===== src/rtl/uart_receive.sv =====
// rtl/uart_receive.sv - UART 8N1 receiver, mid-bit sampling; UART_RECEIVE_PARITY_EN adds even parity
module uart_receive #(
    parameter int INPUT_CLOCK_FREQ = 100_000_000,
    parameter int BAUD_RATE        = 9600
) (
    input  logic       clk,
    input  logic       rst,
    input  logic       din,
    output logic [7:0] dout,
    output logic       valid,
    output logic       busy,
    output logic       framing_error,
    output logic       parity_error
);

    localparam int CLOCKS_PER_BIT = INPUT_CLOCK_FREQ / BAUD_RATE;
    localparam int HALF_BIT       = CLOCKS_PER_BIT / 2;
    localparam int CNT_W          = $clog2(CLOCKS_PER_BIT);

    localparam logic [CNT_W-1:0] FULL_LAST = CNT_W'(CLOCKS_PER_BIT - 1);
    localparam logic [CNT_W-1:0] HALF_LAST = CNT_W'(HALF_BIT - 1);

    typedef enum logic [2:0] {
        S_IDLE,
        S_START,
        S_DATA,
        S_PARITY,
        S_STOP
    } state_t;

    state_t           state;
    state_t           state_next;
    logic             rx_meta;
    logic             rx_s;
    logic [CNT_W-1:0] clock_counter;
    logic [2:0]       bit_counter;
    logic [7:0]       shift_reg;

    logic half_hit;
    logic full_hit;
    logic count_clear;
    logic shift_en;
    logic stop_good;
    logic stop_bad;
`ifdef UART_RECEIVE_PARITY_EN
    logic parity_en;
    logic parity_mismatch;
`endif

    assign half_hit = (clock_counter == HALF_LAST);
    assign full_hit = (clock_counter == FULL_LAST);
    assign busy     = (state != S_IDLE);

    // Two-flop synchronizer; idle-high line so both stages reset to 1.
    always_ff @(posedge clk or posedge rst) begin
        if (rst) begin
            rx_meta <= 1'b1;
            rx_s    <= 1'b1;
        end else begin
            rx_meta <= din;
            rx_s    <= rx_meta;
        end
    end

    // State register.
    always_ff @(posedge clk or posedge rst) begin
        if (rst) begin
            state <= S_IDLE;
        end else begin
            state <= state_next;
        end
    end

    // Next-state: start qualified at mid start bit, stop sampled at mid bit then straight back to idle.
    always_comb begin
        state_next = state;
        case (state)
            S_IDLE: begin
                if (!rx_s) state_next = S_START;
            end
            S_START: begin
                if (half_hit) state_next = rx_s ? S_IDLE : S_DATA;
            end
            S_DATA: begin
                if (full_hit && (bit_counter == 3'd7)) begin
`ifdef UART_RECEIVE_PARITY_EN
                    state_next = S_PARITY;
`else
                    state_next = S_STOP;
`endif
                end
            end
`ifdef UART_RECEIVE_PARITY_EN
            S_PARITY: begin
                if (full_hit) state_next = S_STOP;
            end
`endif
            S_STOP: begin
                if (full_hit) state_next = S_IDLE;
            end
            default: state_next = S_IDLE;
        endcase
    end

    // Per-state datapath strobes derived from the sample points.
    always_comb begin
        count_clear = 1'b0;
        shift_en    = 1'b0;
        stop_good   = 1'b0;
        stop_bad    = 1'b0;
`ifdef UART_RECEIVE_PARITY_EN
        parity_en   = 1'b0;
`endif
        case (state)
            S_IDLE:  count_clear = 1'b1;
            S_START: count_clear = half_hit;
            S_DATA: begin
                count_clear = full_hit;
                shift_en    = full_hit;
            end
`ifdef UART_RECEIVE_PARITY_EN
            S_PARITY: begin
                count_clear = full_hit;
                parity_en   = full_hit;
            end
`endif
            S_STOP: begin
                count_clear = full_hit;
                stop_good   = full_hit && rx_s;
                stop_bad    = full_hit && !rx_s;
            end
            default: count_clear = 1'b1;
        endcase
    end

    // Bit timing, LSB-first shift register and registered one-cycle result pulses.
    always_ff @(posedge clk or posedge rst) begin
        if (rst) begin
            clock_counter <= '0;
            bit_counter   <= 3'd0;
            shift_reg     <= 8'h00;
            dout          <= 8'h00;
            valid         <= 1'b0;
            framing_error <= 1'b0;
        end else begin
            clock_counter <= count_clear ? '0 : clock_counter + CNT_W'(1);
            valid         <= stop_good;
            framing_error <= stop_bad;
            if (state == S_IDLE) begin
                bit_counter <= 3'd0;
            end
            if (shift_en) begin
                shift_reg   <= {rx_s, shift_reg[7:1]};
                bit_counter <= bit_counter + 3'd1;
            end
            if (stop_good) begin
                dout <= shift_reg;
            end
        end
    end

`ifdef UART_RECEIVE_PARITY_EN
    // Even parity: data XOR parity bit must be 0; reported alongside valid on a good stop bit.
    always_ff @(posedge clk or posedge rst) begin
        if (rst) begin
            parity_mismatch <= 1'b0;
            parity_error    <= 1'b0;
        end else begin
            if (parity_en) begin
                parity_mismatch <= (^shift_reg) ^ rx_s;
            end
            parity_error <= stop_good && parity_mismatch;
        end
    end
`else
    assign parity_error = 1'b0;
`endif

endmodule

===== config.mk =====
export PLATFORM = sky130hd
export DESIGN_NAME = uart_receive
export DESIGN_NICKNAME = d
export VERILOG_FILES = /design/src/rtl/uart_receive.sv
export SDC_FILE = /design/constraint.sdc
export NUM_CORES = 1
export LEC_CHECK = 0
export ABC_AREA = 0
export ABC_CLOCK_PERIOD_IN_PS = 3650
export CORE_ASPECT_RATIO = 1.25
export CORE_MARGIN = 4
export CORE_UTILIZATION = 43
export CTS_BUF_LIST = sky130_fd_sc_hd__clkbuf_4
export DETAILED_ROUTE_END_ITERATION = 16
export GPL_ROUTABILITY_DRIVEN = 0
export HOLD_SLACK_MARGIN = 0.06
export SYNTH_ARGS = -nofsm -noshare
export SYNTH_HDL_FRONTEND = slang
export SYNTH_SLANG_ARGS = --single-unit

===== constraint.sdc =====
create_clock -name clk -period 3.65 [get_ports clk]
set_clock_uncertainty 0.2 [all_clocks]
set_input_delay 0.73 -clock clk [delete_from_list [all_inputs] [get_ports clk]]
set_output_delay 0.73 -clock clk [all_outputs]
set_load 0.005 [all_outputs]

# --- Word level (Yosys, flattened, before mapping) ---
# Cells that the tools add are included.
totals:
  regBits: 40
  in_bits: 3
  out_inout_bits: 12
  word_cells: 43
op_classes:
  addsub: 2
  n_eq_ne: 10
  mux: 13
  n_reduce_logical: 9
op_table:
  columns: ["op", "n"]
  rows:
  - ["$mux 3", 6]
  - ["$add 14x1->14 const B", 1]
  - ["$eq 14x13->1 const B", 1]
  - ["$eq 14x14->1 const B", 1]
  - ["$mux 14", 1]
  - ["$pmux 3 s4", 1]
  - ["$ne 2x2->1 const B", 4]
  - ["$eq 3x3->1 const B", 2]
  - ["$reduce_and 4->1", 1]
  - ["$add 3x1->3 const B", 1]
  - ["$eq 3x1->1 const B", 1]
  - ["$eq 3x2->1 const B", 1]
  - ["$logic_and 1x1->1", 3]
  - ["$logic_not 3->1", 1]
  - ["$mux 1", 3]
  - ["$reduce_bool 3->1", 1]
  - ["$mux 2", 1]
  - ["$pmux 1 s2", 1]
  - ["$reduce_bool 2->1", 1]
  - ["$reduce_or 2->1", 1]
  - ["$logic_not 1->1", 1]

# --- Longest topological paths before layout ---
# Gate-level depths: netlist of run 1.
depth:
  ltp_word: 4
  ltp_mapped: 6
  mapped_depth_nobuf: 5

# --- Least setup slack after synthesis of run 1 ---
# No wires, ideal clock.
synth_path:
  kind: "flip-flop to flip-flop"
  startpoint: "reg clock_counter[0]"
  endpoint: "reg shift_reg[0]"
  setup_time_ns: 0.125
  arrival_time_ns: 1.680
  required_ns: 3.325
  path_slack_ns: 1.645
  path_stages_with_launch: 7
  n_path_buf: 1
  period_less_slack_ns: 2.005
  cell_sequence: "dfrtp_1 ha_1 and4_1 nand4_2 nor3_2 buf_6 mux2_4"
synth_via:
  elab_chain_len: 2
synth_rtl:
  columns: ["element", "line", "source"]
  rows:
  - ["start: declaration", "35", "logic [CNT_W-1:0] clock_counter;"]
  - ["start signal: assignment", "146", "clock_counter <= count_clear ? '0 : clock_counter + CNT_W'(1);"]
  - ["$eq 14x14->1", "51", "assign full_hit = (clock_counter == FULL_LAST);"]
  - ["$mux 1", "114", "case (state)"]
  - ["end signal: assignment", "153", "shift_reg <= {rx_s, shift_reg[7:1]};"]
  - ["end: declaration", "37", "logic [7:0] shift_reg;"]
# Every way passes these cells.
# A chain may end at the register's enable or synchronous reset.

# --- Worst setup path in the final report of run 1 ---
layout_path:
  startpoint: "reg state[0]"
  endpoint: "out busy"
layout_via:
  elab_chain_len: 1
layout_rtl:
  columns: ["element", "line", "source"]
  rows:
  - ["start: declaration", "31", "state_t state;"]
  - ["start signal: assignment", "70", "state <= state_next;"]
  - ["$reduce_bool 3->1", "52", "assign busy = (state != S_IDLE);"]
  - ["end: declaration", "11", "output logic busy,"]
# Every way passes these cells.

==> reports/results.ini, run 1 <==
[run_status]
status=finished, final reports clean

[placement]
post-dp-hpwl_um=2300
port-buffer-count=13

[layout]
nets=179
antenna_cells=0
layout_commonest_cell=dfrtp_1
multi_input_area_um2=793
largest_reg_flops=14
mostFrequentLayoutCells=38 x dfrtp_1, 19 x nor2_1, 13 x clkdlybuf4s50_1, 9 x mux2_2
final-seq-area_um2=1000
nFillCells=398
drive_gt1_share_pct=20.7
syn_to_final_growth_pct=12.5

[clocking]
clk_latency_ps=330
clkSinkCount=40
clock_path_buffers=2
cts_root_buffer=clkbuf_4
ctsResizeCount=0
holdBufCountCts=0
cts_buffers=5
clkSlewWorstSetupHoldPaths_ps=100
h-tree-depth=2
post_cts_buffers=0
cts_tree=built

[die]
dieWidth_um=67.0
fp.dieH_um=81.7
num_rows=26
die_area_um2=5470
coreArea_um2=4130
ios=15
start_util_pct=45.2

[synthesis]
synth_edf_count=0
ys_async_sr_fraction_pct=100
ys_seq_area_share_pct=53.7
syn_avg_cell_area_um2=11.9
mappedNetlistArea_um2=1870
ys.flop_type=dfrtp_1
netlist_instances=157
synth_cell_types=38
ys_warn_count=0
synth_fp_nets=163
synth-seq-cells=40

[worst_setup_path]
path_max_fanout=7
reg2regPathDepth=6
rr_endpoint=shift_reg[6]
critPathKind=register to primary output
slowest_stage=dfrtp_1
worstSetupStartpointType=register
path_cells=nor2_1 -> nand2_1 -> clkdlybuf4s50_1
reg2reg_from=clock_counter[0]
r2r_setup_slack_ps=1430
critical_path_arrival_ps=1620
cp_slowest_stage_delay_ps=470
cp-end-kind=primary output
crit_required_ps=2720

[pwr]
peakVddDrop_uv=158
p_per_area_nw_per_um2=325
p_leak_uw=0.000910
p_total_uw=682

[timing]
setup_viol=0
hold_viol=0
period_minus_slack_ps=2550
max_freq_ghz=0.393
tns_ps=0
final_max_slew_viol_count=0
tightest_slew_ps=655
period_share_pct=69.7
timing.hold.ws_ps=161
relSlewSlack_pct=56.4
rsz0062_at_grt=no

[worst_hold_path]
hold_path_depth=0
min_from=rx_meta
holdCritPathClass=register to register
hold_end=rx_s

[global_routing]
antenna_found_initial=0
grt_pass1_wl_um=5520
grt_overflow=0
met2_usage_pct=23.7
grt_util_all_layers_pct=13.4
grt-busiest-layer=met2
first_global_vias=1217
grt_max_degree=41
grtUsageMet1_pct=14.9
grt_use_met3_pct=4.24

[drt]
firstDrtPassIters=4
drtIter0Drc=58
drc=0
ant_nets=0
vias=1205
wl_per_cell_um=13.8
avgViaCountPerCell=5.24
totalWireLength_um=3170

[run]
cap_violations=0

[stage by stage]
| stage | util, % | cell area [um^2] | setup WS (ps) | instances |
|---|---|---|---|---|
| floorplan | - | 1870 | 1650 | 157 |
| global placement | 49.4 | 2040 | 1480 | 222 |
| detailed placement | 49.4 | 2040 | 1420 | 222 |
| CTS | 50.9 | 2100 | 1090 | 230 |
| global route | 50.9 | 2100 | 953 | 230 |
| finish | 50.9 | 2100 | 1100 | 230 |
[layer usage]
metal,wire [um],vias up,part of all wire [%]
met2,1680,21,53
met3,127,4,4.0
met4,42,0,1.3
li1,-,574,-
met5,0,-,0
met1,1320,606,42
[cells by family (layout without fill, tap and decap cells)]
kind of cell	after synthesis	count (layout)	synth area share (%)
other cells	1	1	0.201
compound gates	6	6	2.75
xor+xnor	12	12	5.63
buf+inv	14	31	3.82
simple gates	62	62	19.2
flops	40	40	53.7
fa+ha+maj	3	3	2.01
mux	19	19	12.7
[cell usage after synthesis (all sizes together) (3+ instances only)]
library cell / number / share of area [%]
inv: 8 / 1.6
ha: 3 / 2.0
nor2: 20 / 4.2
buf: 6 / 2.2
mux2: 16 / 11
dfrtp: 38 / 51
nand2: 8 / 1.6
nand2b: 3 / 1.0
nand3: 7 / 1.9
nor3: 5 / 1.6
mux2i: 3 / 1.6
xor2: 5 / 2.3
xnor2: 7 / 3.3
nand4: 6 / 2.3
[cell type report]
class	instances	area share, %
inverters	8	1.43
flip-flops and latches	40	47.7
repair buffers	15	6.90
well taps	56	3.33
clock buffers	8	2.86
multi-input cells	103	37.7
[critical path: cells and delay by family (launching register included)]
| family | cells | cell delay [ps] |
|---|---|---|
| flip-flops | 1 | 470 |
| buffers and inverters | 1 | 470 |
| AND/OR/NAND/NOR | 2 | 350 |
[worst max path at each step]
stage,to,from,depth (start not counted),slack (ps)
2_1_floorplan,shift_reg[0],clock_counter[0],6,1650
3_3_place_gp,busy,state[0],3,1480
3_5_place_dp,dout[2],clock_counter[0],5,1420
4_1_cts,busy,state[0],3,1090
5_1_grt,busy,state[0],3,950
6_report,busy,state[0],3,1100
[power breakdown]
group          internal [uW]  total [uW]  leakage (uW)  switching, uW
Combinational           2.82        11.6      0.000336           8.73
Clock                   99.2         225     0.0000368            126
Sequential               445         446      0.000537          0.928
Total                    547         682      0.000910            135
Note: power is estimated with default switching activity, not from simulation.
==> run 2: changes to the inputs <==
--- a/config.mk
+++ b/config.mk
@@ -6,7 +6,7 @@
 export NUM_CORES = 1
 export LEC_CHECK = 0
 export ABC_AREA = 0
-export ABC_CLOCK_PERIOD_IN_PS = 3650
+export ABC_CLOCK_PERIOD_IN_PS = 2550
 export CORE_ASPECT_RATIO = 1.25
 export CORE_MARGIN = 4
 export CORE_UTILIZATION = 43
==> constraint.sdc (replaced) <==
create_clock -name clk -period 2.55 [get_ports clk]
set_clock_uncertainty 0.2 [all_clocks]
set_input_delay 0.51 -clock clk [delete_from_list [all_inputs] [get_ports clk]]
set_output_delay 0.51 -clock clk [all_outputs]
set_load 0.005 [all_outputs]
==> run 2 against run 1 <==
  * Design area up 0.24%
  * Register-to-register slack worse by 1000 ps
  * Sequential share of layout area down 0.11 points
  * Combinational power up 43%
  * Worst setup slack worse by 860 ps
  * First-iteration DRC count up 28%
  * Flip-flop and latch count unchanged
  * Clock power up 40%
  * Highest routed layer unchanged
  * Largest cell class unchanged
  * Critical path type unchanged
  * Global-route usage up 0.17 points
  * Routed wire length down 0.47%
  * Worst hold slack better by 2.2 ps
==> reports/results.ini, run 2 (synthesis gave the netlist of run 1 again) <==
[run_status]
status=finished, final reports clean

[die]
coreArea_um2=4130  ; unchanged
die_area_um2=5470  ; unchanged
fp.dieH_um=81.7  ; unchanged
start_util_pct=45.2  ; unchanged
dieWidth_um=67.0  ; unchanged
num_rows=26  ; unchanged
ios=15  ; unchanged

[pwr]
pwr-share-clk_pct=32.6  ; -0.4 points
seqPwrFrac_pct=65.7  ; +0.3 points
p_leak_uw=0.000915  ; +0.52%
switching_share_pct=20.7  ; +0.90 points
peakVddDrop_uv=347  ; +120%
p_total_uw=971  ; +42%
power_frac_comb_pct=1.7  ; about the same
p_per_area_nw_per_um2=461  ; +42%
p_int_uw=770  ; +41%
p_sw_uw=201  ; +49%

[drt]
ant_nets=0  ; unchanged
wl_per_cell_um=13.7  ; -0.90%
drtIter0Drc=74  ; +28%
avgViaCountPerCell=5.17  ; -1.3%
vias=1195  ; -0.83%
drc=0  ; unchanged
totalWireLength_um=3160  ; -0.47%
firstDrtPassIters=4  ; unchanged

[clocking]
holdBufCountCts=0  ; unchanged
clk_latency_ps=340  ; about the same
cts_root_buffer=clkbuf_4
ctsResizeCount=0  ; unchanged
post_cts_buffers=0  ; unchanged
h-tree-depth=2  ; unchanged
cts_buffers=5  ; unchanged
clkSlewWorstSetupHoldPaths_ps=100  ; about the same
clock_path_buffers=2  ; unchanged
clkSinkCount=40  ; unchanged
cts_tree=built

[layout]
syn_to_final_growth_pct=12.8
antenna_cells=0  ; unchanged
largest_reg_flops=14  ; unchanged
drive_gt1_share_pct=21.1  ; +0.45 points
layout_commonest_cell=dfrtp_1
mostFrequentLayoutCells=38 x dfrtp_1, 19 x nor2_1, 13 x clkdlybuf4s50_1, 9 x mux2_2
nets=180  ; +0.56%

[timing]
final_max_slew_viol_count=0  ; unchanged
period_minus_slack_ps=2300
period_share_pct=90.3
setup_viol=0  ; unchanged
tns_ps=0  ; unchanged
max_freq_ghz=0.435
rsz0062_at_grt=no
hold_viol=0  ; unchanged

[worst_setup_path]
critPathKind=register to primary output
crit_required_ps=1840  ; -880 ps
worstSetupStartpointType=register
cp-end-kind=primary output
critical_path_arrival_ps=1590  ; -30 ps
path_max_fanout=7  ; unchanged
r2r_setup_slack_ps=390  ; -1040 ps

[placement]
port-buffer-count=13  ; unchanged
post-dp-hpwl_um=2220  ; -3.2%

[global_routing]
grt_pass1_wl_um=5560  ; +0.74%
antenna_found_initial=0  ; unchanged
grt_max_degree=41  ; unchanged
grt_util_all_layers_pct=13.6  ; +0.17 points
first_global_vias=1238  ; +1.7%
grt_overflow=0  ; unchanged

[run]
cap_violations=0  ; unchanged

[worst_hold_path]
holdCritPathClass=register to register

## run 2: cell types whose count changed in the layout (fill, tap and decap cells not counted)
cell,previous run,this run
clkinv_2,0,1
buf_4,2,3
clkbuf_4,8,7
## run 2: metrics by stage
stage | area, um^2 | worst slack [ps] | hold WS, ps | instances | util, %
after floorplan | 1870 | 545 | 145 | 157 | -
after global placement | 2050 | 433 | 147 | 223 | 49.6
after detailed placement | 2050 | 386 | 150 | 223 | 49.6
after CTS | 2110 | 229 | 166 | 231 | 51.0
after global routing | 2110 | 136 | 172 | 231 | 51.0
final | 2110 | 249 | 163 | 231 | 51.0
## run 2: power groups by stage
stage	sequential (uW)	combinational [uW]	clock (uW)
after global placement	651	17.1	0
after CTS	638	17.6	336
final	638	16.6	316
after detailed placement	651	17.7	0
after floorplan	650	11.2	0
after global routing	639	20.0	363
## run 2: final timing paths
kind / startpoint / endpoint / cells after the start
setup / recovery: state[0] / busy / 3
hold / removal: rx_meta / rx_s / 0
setup reg to reg: clock_counter[0] / shift_reg[6] / 6
hold reg to reg: rx_meta / rx_s / 0
max in group asynchronous: rst / rx_meta / 3
min in group asynchronous: rst / clock_counter[12] / 3
## run 2: final cells by class
class / instances / area, um^2
timing repair buffer: 16 / 153
tap: 56 / 70.1
clock buffer: 7 / 52.6
fill: 395 / 2020
multi-input combinational: 103 / 793
inverter: 8 / 30.0
sequential: 40 / 1000
clock inverter: 1 / 5.00
## run 2: critical path: stages (launching register included)
cell and delay [ps]:
dfrtp_1 470, nor2_1 190, nand2_1 130, clkdlybuf4s50_1 470
## run 2: metal layers
layer  part of all wire [%]  wire [um]  global-route usage, %  vias up
met5                      0          0                      0        -
met4                    1.8         58                   4.87        0
met3                    3.8        121                   4.10        5
met2                     50       1570                   22.6       29
met1                     45       1410                   16.5      584
li1                       -          -                      -      577
